==> src/rtl/fml_arbiter_pkg.sv <==
// Shared definitions for the FML arbiter slice.
//   FML_ADR_W / FML_DAT_W / FML_MSK_W : FML address, data and byte-mask widths
//   arb_state_t                       : arbiter FSM states (IDLE -> BUSY -> GAP -> IDLE)
package fml_arbiter_pkg;

    localparam int unsigned FML_ADR_W = 26;
    localparam int unsigned FML_DAT_W = 32;
    localparam int unsigned FML_MSK_W = 4;

    typedef enum logic [1:0] {
        ARB_IDLE = 2'd0,
        ARB_BUSY = 2'd1,
        ARB_GAP  = 2'd2
    } arb_state_t;

endpackage

==> src/rtl/fml_arb_rr.sv <==
// Combinational rotating-priority picker, reusable by any shared-resource arbiter.
// Scans last+1, last+2, ... (mod nports) and returns the first requester.
// Ports:
//   req  in   nports    request vector
//   last in   id_width  index granted most recently (highest-priority slot is last+1)
//   pick out  id_width  chosen requester (0 when any=0)
//   any  out  1         at least one request present
module fml_arb_rr
    import fml_arbiter_pkg::*;
#(
    parameter int unsigned nports   = 4,
    parameter int unsigned id_width = 2
) (
    input  logic [nports-1:0]   req,
    input  logic [id_width-1:0] last,
    output logic [id_width-1:0] pick,
    output logic                any
);

    logic [2*nports-1:0] dbl;
    logic [nports-1:0]   rot;
    logic                found;

    always_comb begin
        // Duplicating req makes rot[i] == req[(last+1+i) mod nports].
        dbl   = {req, req};
        rot   = nports'(dbl >> (32'(last) + 32'd1));
        pick  = '0;
        found = 1'b0;
        for (int unsigned i = 0; i < nports; i++) begin
            if (!found && rot[i]) begin
                found = 1'b1;
                pick  = id_width'((32'(last) + 32'd1 + i) % nports);
            end
        end
        any = |req;
    end

endmodule

==> src/rtl/fml_arbiter.sv <==
// Round-robin arbiter sharing one FML slave port of ddr_ctrl between nports masters.
// Grants one master at a time, forwards its command/address/data, routes fml_done back.
// Optional feature macro: FML_ARB_TIMEOUT_EN (adds 'timeout' parameter, BUSY watchdog, sticky err).
// Ports:
//   clk, reset            clock, asynchronous active-high reset
//   m_rd, m_wr            per-master read/write requests, held until own m_done
//   m_adr/m_wdata/m_msk   per-master address/data/mask, master i at [i*W +: W]
//   m_done                one-cycle completion pulse to the granted master
//   m_rdata               read data broadcast (fml_rdata)
//   fml_rd, fml_wr        registered command to ddr_ctrl
//   fml_done, fml_rdata   completion pulse / read data from ddr_ctrl
//   fml_adr/wdata/msk     granted master's address/data/mask
//   gnt_id, busy, err     current/last grant, transfer outstanding, sticky timeout flag
module fml_arbiter
    import fml_arbiter_pkg::*;
#(
    parameter int unsigned nports   = 4,
    parameter int unsigned id_width = 2
`ifdef FML_ARB_TIMEOUT_EN
    ,
    parameter int unsigned timeout  = 1024
`endif
) (
    input  logic                          clk,
    input  logic                          reset,
    input  logic [nports-1:0]             m_rd,
    input  logic [nports-1:0]             m_wr,
    input  logic [nports*FML_ADR_W-1:0]   m_adr,
    input  logic [nports*FML_DAT_W-1:0]   m_wdata,
    input  logic [nports*FML_MSK_W-1:0]   m_msk,
    output logic [nports-1:0]             m_done,
    output logic [FML_DAT_W-1:0]          m_rdata,
    output logic                          fml_rd,
    output logic                          fml_wr,
    input  logic                          fml_done,
    output logic [FML_ADR_W-1:0]          fml_adr,
    output logic [FML_DAT_W-1:0]          fml_wdata,
    output logic [FML_MSK_W-1:0]          fml_msk,
    input  logic [FML_DAT_W-1:0]          fml_rdata,
    output logic [id_width-1:0]           gnt_id,
    output logic                          busy,
    output logic                          err
);

    arb_state_t          state;
    logic [id_width-1:0] last;
    logic [id_width-1:0] pick;
    logic [nports-1:0]   req;
    logic                any;
    logic                tmo_hit;

    assign req = m_rd | m_wr;

    fml_arb_rr #(
        .nports   (nports),
        .id_width (id_width)
    ) u_rr (
        .req  (req),
        .last (last),
        .pick (pick),
        .any  (any)
    );

`ifdef FML_ARB_TIMEOUT_EN
    localparam int unsigned CNT_W = $clog2(timeout + 1);

    logic [CNT_W-1:0] cnt;
    logic             err_q;

    // cnt is 0 in the first BUSY cycle, so the abort lands in BUSY cycle 'timeout'.
    assign tmo_hit = (state == ARB_BUSY) && (cnt == CNT_W'(timeout - 1));
    assign err     = err_q;

    always_ff @(posedge clk or posedge reset) begin
        if (reset) begin
            cnt   <= '0;
            err_q <= 1'b0;
        end else begin
            if (state == ARB_BUSY)
                cnt <= cnt + 1'b1;
            else
                cnt <= '0;
            if (tmo_hit && !fml_done)
                err_q <= 1'b1;
        end
    end
`else
    assign tmo_hit = 1'b0;
    assign err     = 1'b0;
`endif

    always_ff @(posedge clk or posedge reset) begin
        if (reset) begin
            state  <= ARB_IDLE;
            gnt_id <= '0;
            last   <= id_width'(nports - 1);
            busy   <= 1'b0;
            fml_rd <= 1'b0;
            fml_wr <= 1'b0;
        end else begin
            case (state)
                ARB_IDLE: begin
                    if (any) begin
                        gnt_id <= pick;
                        last   <= pick;
                        busy   <= 1'b1;
                        // Write wins; a concurrent read re-arbitrates after the GAP.
                        fml_wr <= m_wr[pick];
                        fml_rd <= m_rd[pick] & ~m_wr[pick];
                        state  <= ARB_BUSY;
                    end
                end
                ARB_BUSY: begin
                    if (fml_done || tmo_hit) begin
                        fml_rd <= 1'b0;
                        fml_wr <= 1'b0;
                        busy   <= 1'b0;
                        state  <= ARB_GAP;
                    end
                end
                ARB_GAP: begin
                    state <= ARB_IDLE;
                end
                default: begin
                    state <= ARB_IDLE;
                end
            endcase
        end
    end

    always_comb begin
        fml_adr   = '0;
        fml_wdata = '0;
        fml_msk   = '0;
        m_done    = '0;
        for (int unsigned i = 0; i < nports; i++) begin
            if (gnt_id == id_width'(i)) begin
                fml_adr   = m_adr[i*FML_ADR_W +: FML_ADR_W];
                fml_wdata = m_wdata[i*FML_DAT_W +: FML_DAT_W];
                fml_msk   = m_msk[i*FML_MSK_W +: FML_MSK_W];
                m_done[i] = (state == ARB_BUSY) && (fml_done || tmo_hit);
            end
        end
    end

    assign m_rdata = fml_rdata;

endmodule
==> config.mk <==
export PLATFORM = sky130hd
export DESIGN_NAME = fml_arbiter
export DESIGN_NICKNAME = d
export VERILOG_FILES = /design/src/rtl/fml_arbiter_pkg.sv /design/src/rtl/fml_arb_rr.sv /design/src/rtl/fml_arbiter.sv
export SDC_FILE = /design/constraint.sdc
export NUM_CORES = 1
export LEC_CHECK = 0
export ABC_AREA = 1
export CORE_AREA = 2 2 152 154
export DETAILED_ROUTE_END_ITERATION = 8
export DIE_AREA = 0 0 154 156
export PLACE_DENSITY = 0.56
export SETUP_SLACK_MARGIN = 0.4
export SLEW_MARGIN = 20
export SYNTH_ARGS = -nofsm -noshare
export SYNTH_HDL_FRONTEND = slang
export SYNTH_SLANG_ARGS = --single-unit
export TNS_END_PERCENT = 5
==> constraint.sdc <==
create_clock -name clk -period 1.99 [get_ports clk]
set_input_delay 0.2985 -clock clk [delete_from_list [all_inputs] [get_ports clk]]
set_output_delay 0.2985 -clock clk [all_outputs]
set_load 0.01 [all_outputs]
==> Word-level counts from Yosys, hierarchy flattened <==
Cells that the tools add are included.
{ "op_classes": {"mux": 37, "n_bitwise": 3, "n_shift": 1, "eq_ne": 6, "addsub": 4, "magnitude_cmp": 1, "reduce_logical": 14} }
{ "op_table": {"columns": ["cell", "n"], "rows": [
  ["32-bit 2-to-1 mux", 4],
  ["26-bit 2-to-1 mux", 4],
  ["4-bit 2-to-1 mux", 4],
  ["1-bit 2-to-1 mux", 13],
  ["2-bit 2-to-1 mux", 6],
  ["8-bit by 3-bit right shift with 4-bit output", 1],
  ["1-bit one-hot mux with 2 select lines", 3],
  ["2-bit adder, second input constant", 2],
  ["1-bit binary-select mux with 2-bit select", 2],
  ["2-bit by 1-bit == test with 1-bit output, second input constant", 2],
  ["2-bit == test, second input constant", 2],
  ["1-bit logical AND", 4],
  ["2-bit zero test", 2],
  ["2-bit != test, second input constant", 2],
  ["4-bit bitwise OR", 1],
  ["2-bit one-hot mux with 2 select lines", 1],
  ["2-bit AND reduction", 2],
  ["4-bit OR reduction", 1],
  ["2-bit by 1-bit adder with 3-bit output, second input constant", 1],
  ["1-bit zero test", 3],
  ["2-bit by 3-bit < comparator with 1-bit output, second input constant", 1],
  ["3-bit AND reduction", 1],
  ["2-bit by 1-bit adder with 2-bit output, second input constant", 1],
  ["2-bit nonzero test", 1],
  ["other kinds (2)", 2]
]} }
{ "word_totals": {"input_bits": 291, "reg_bits": 9} }

==> Logic depth before layout (Yosys ltp) <==
{ "logic_depth": {"word_depth": 18, "depth_mapped": 15, "mapped_depth_nobuf": 14} }

==> By module <==
From an unflattened synthesis, not the netlist that was laid out.
{ "unflattened": {"cells_unflattened": 491, "area_unflattened_um2": 2514.9} }
{ "modules_own_cells": {"columns": ["module", "instances", "cells_per_inst", "seq_area_each_um2", "area_each_um2"], "rows": [
  ["fml_arbiter", 1, 441, 227.7, 2250.9],
  ["fml_arb_rr", 1, 50, 0.0, 264.0]
]} }

==> Worst setup path before layout <==
OpenSTA, ideal clock, no wires.
{ "synth_path": {"path_kind": "reg-to-output", "start": "register gnt_id[1]", "end": "output fml_adr[23]", "path_buffers": 2, "path_stages_with_launch": 7, "setup_slack_ns": 0.341, "required_time_ns": 1.691, "t_arrival_ns": 1.350, "path_cell_list": "dfrtp_1 clkbuf_1 inv_1 nor2_2 clkbuf_1 nand2_1 nand4_1"} }
{ "synth_via": {"elab_chain_len": 5} }
{ "synth_rtl": {"columns": ["item", "line_no", "text"], "rows": [
  ["from (decl)", "fml_arbiter.sv:40", "output logic [id_width-1:0] gnt_id,"],
  ["from (signal assigned)", "fml_arbiter.sv:104", "gnt_id <= pick;"],
  ["2-bit zero test", "fml_arbiter.sv:137", "if (gnt_id == id_width'(i)) begin"],
  ["26-bit 2-to-1 mux (3 in series)", "fml_arbiter.sv:137", null],
  ["26-bit 2-to-1 mux *", "fml_arbiter.sv:137", null],
  ["to (decl)", "fml_arbiter.sv:36", "output logic [FML_ADR_W-1:0] fml_adr,"]
]} }
Mark *: on every way between the ends. The rest lies on a longest branch, timed or not.

==> Worst setup path in the final report <==
{ "layout_path": {"start": "register gnt_id[1]", "end": "output fml_wdata[7]"} }
{ "layout_via": {"elab_chain_len": 5} }
{ "layout_rtl": {"columns": ["item", "line_no", "text"], "rows": [
  ["2-bit zero test", "fml_arbiter.sv:137", null],
  ["32-bit 2-to-1 mux (3 in series)", "fml_arbiter.sv:137", null],
  ["32-bit 2-to-1 mux *", "fml_arbiter.sv:137", null],
  ["to (decl)", "fml_arbiter.sv:37", "output logic [FML_DAT_W-1:0] fml_wdata,"]
]} }
Marked as above.

==> results <==
- The run finished with clean final reports.
- Global routing used about 14% of the available tracks.
- The synthesized netlist contains 27 unique library cells.
- The worst-case vdd ir drop is between 0.4 and 0.5 mV.
- Summing all multi-input logic gate instances after layout gives 2198 um^2.
- In the layout the commonest cells are 255 x clkdlybuf4s50_1, 213 x nand2_1, 65 x nand4_1.
- The clock root buffer is clkbuf_16.
- Setup violations remaining at the end of the flow were counted as 0.
- The synthesized area per cell is approximately 5.2 um^2.
- Before CTS, the worst setup slack after placement is -88.67 ps.
- The initial antenna violation count is 0.
- Cells fill about 30% of the core in the end.
- The post-route worst setup slack is around 65 ps.
- The y dimension of the die is ~160 um.
- Setup repair after global routing could not meet its margin everywhere.
- The footprint of the flip-flops and latches is 234.0 um^2.
- The met1 layer usage reported by global route is between 15 and 20%.
- TritonCTS built the clock tree.
- The number of nets with antenna violations after detailed routing is 0.
- The global routing met3 resource utilization is around 5.3%.
- The routability congestion estimate is between 0.8 and 0.9.
- At the worst endpoint, the required time is roughly 1700 ps.
- The worst path needs ~1900 ps of the cycle, external delays included.
- The count of buffers from port buffering is ~330.
- Data arrives at the worst endpoint at 1630 ps.
- Global routing finished with a remaining overflow of 0.
- The share of total power dissipated in the clock network is ~4.2%.
- The first routing iteration left roughly 350 violations.
- In the routed design, unresolved DRC markers number 0.
- Net switching is 48.91% of the power.
- The number of buffers inserted during clock tree synthesis is 3.
- The global routing stage identified its most utilized layer as met2.
- The final hold violation count is 0.
- The number of global-route vias before repair was roughly 4500.
- The layout cell share with drive strength beyond 1 is about 30%.
- Compared with the post-synthesis result, the final layout area differs by 173.8%.
- The number of synthesis warnings is 0.
- Global routing consumed, on the met2 layer, 25.24% of the routing resources.
- The critical path capture point type is a primary output.
- The leading cell type in the layout, fill and taps excluded is clkdlybuf4s50_1.
- The number of max-slew violations in the final report came to 0.
- The detail-routed via count per cell is 4.132.
- The number of placed instances, taps included, is between 1000 and 1500.
- In this run the horizontal extent of the chip is between 150 and 200 um.
- The number of placement rows is 55.
- Counting the fill cells in the layout gives between 2000 and 2500.
- The placed wire-length estimate after detailed placement is between 10 and 15 mm.
- For this run, the register share of the synthesized area comes to a little under a tenth.
- 0 antenna diodes ended up in the layout.
- After synthesis the netlist holds a flip-flop and latch count of 9.
- The leakage power is 2.983 nW.
- The maximum frequency from static timing analysis is 0.5194 GHz.
- Sequential cells account for roughly 4.9% of the total power.
- Dividing the detail-routed wire length by the instance count gives 16.74 um.
- The cell area after synthesis is 2495 um^2.
- The total power per unit cell area is 1241 nW/um^2.
- The first TritonRoute pass finished after 5 iterations.
- The highest fanout seen on the critical path is 12.
- At the end of the flow, the number of nets in the layout was between 1000 and 1500.
- The final route contains approximately 4600 vias.
- Traced cell by cell, the critical path runs through buf_6 > nor2_4 > buf_12 > buf_12 > buf_16 > nand2_1 > nand4_1 > buf_2.
- The share of total power in combinational logic is 90.8%.
- The net switching power figure is between 0.004 and 0.005 W.
- Across the routed clock network, the largest skew measured is between 0.6 and 0.7 ps.
- The clock input transition at the sequential cells of the worst setup and hold paths is ~40 ps.
- The worst setup path is launched from a register.
- The worst setup path is of the register to primary output kind.
- The design internal power is about 0.0043 W.
- The floorplan die area is 24020 um^2.
- In this run the count of I/O pins placed on the die edge is 395.
- The worst path uses a little over nine tenths of the clock period.
- The source-to-sink clock delay at the later pin of the worst-skew pair is approximately 240 ps.
- In this run the deepest clock path goes through 2 buffers.
- Across the run, the number of max-cap violations was 0.
- The floorplan step defined a core boundary enclosing approximately 22000 um^2.
- The final layout contains routed wiring with a total length of between 15 and 20 mm.
- Once layout is complete, the cells apart from fillers number roughly 1100.
- The synthesized net count is about 770.
- CTS built an H-tree with a depth of 1.
- Among all stages on the critical path, the largest delay is contributed by dfrtp_2.
- The highest cell delay on the worst timing path is ~440 ps.
- The maximum number of pins on one net before global-route repair is 25.
- The path class of the tightest hold or removal check is input port to async pin.
- The most common cell type on the critical path is buf_12.
- The initial core utilization is 11.16%.
- The post-synthesis cell count is approximately 480.
- The first global-routing pass estimated 25.65 mm of wire.
- The clock sink count is 9.
[area by class of cell]
class | instances | area share (%)
inverters | 10 | 0.7327
flip-flops and latches | 9 | 3.426
clock buffers | 4 | 1.154
multi-input cells | 403 | 32.19
repair buffers | 391 | 57.28
well taps | 285 | 5.221
[stage by stage]
stage	area [um^2]	hold slack (ps)	total power [W]	setup TNS [ps]
after global routing	6830	355.8	0.009114	-13.69
after floorplan	2539	125.0	0.003372	0
after detailed placement	6181	469.8	0.007082	-2785
after CTS	6573	347.3	0.008206	0
final	6830	335.3	0.008474	0
after global placement	6181	477.2	0.007117	-1488
[worst paths after layout]
path | endpoint | slack [ps] | cells past startpoint | start
max in group asynchronous | last[0]$_DFFE_PP1P_ | 1350 | 2 | reset
worst min register to register | fml_wr$_DFFE_PP0P_ | 470 | 2 | fml_wr$_DFFE_PP0P_
min in group clk | state[0]$_DFFE_PP0P_ | 340 | 2 | fml_done
worst max-delay path | fml_wdata[7] | 60 | 8 | gnt_id[1]$_DFFE_PP0P_
worst min-delay path | state[0]$_DFFE_PP0P_ | 340 | 2 | reset
worst max register to register | gnt_id[0]$_DFFE_PP0P_ | 120 | 13 | last[0]$_DFFE_PP1P_
[Yosys cell counts, drive strengths merged]
cell | instances | share of area (%)
nand4 | 65 | 16
dfstp | 2 | 2.1
o31ai | 1 | 0.30
dfrtp | 7 | 7.0
nand2 | 293 | 47
or2 | 1 | 0.25
buf | 41 | 12
nand3 | 18 | 4.3
nor2 | 15 | 3.8
inv | 10 | 1.8
xnor2 | 1 | 0.35
conb | 1 | 0.15
nor3 | 3 | 0.60
clkbuf | 20 | 3.0
o21ai | 5 | 1.0
[sequential cells by signal, summed over array words and instances (netlist names)]
signal / cells
last: 2
fml_wr: 1
gnt_id: 2
state: 2
fml_rd: 1
busy: 1
[worst max-delay path, delay by kind of cell, from the launching register on]
| family | cells | cell delay [ps] |
|---|---|---|
| simple gates | 3 | 270 |
| flops | 1 | 440 |
| buf+inv | 5 | 670 |
[power by group through the flow]
stage,clock network [W],registers [W],logic [W]
finish,0.000359,0.000418,0.00770
global route,0.000372,0.000436,0.00831
CTS,0.000364,0.000412,0.00743
detailed placement,0,0.000411,0.00667
global placement,0,0.000411,0.00671
floorplan,0,0.000352,0.00302
[logic make-up after synthesis]
kind of cell / Yosys count / synth area share, %
AO/OA/AOI/OAI: 6 / 1.304
XOR/XNOR: 1 / 0.3511
buffers and inverters: 71 / 16.70
flip-flops: 9 / 9.127
other: 1 / 0.1503
AND/OR/NAND/NOR: 395 / 72.37
[routing by layer]
metal	share of wire (%)	wire length [um]
met3	11	2061
met4	2.0	367
met5	0	0
met1	37	6875
met2	50	9146
[timing repair]
action | in CTS | in global routing
endpoints found under the hold margin | 0 | 0
gates resized for setup | 259 | 147
gates cloned | 8 | 0
buffers inserted | 20 | 2
hold buffers | 0 | 0
pin swaps | 12 | 43
setup endpoints to repair | 74 | 74
(Power assumes the default switching activity.)
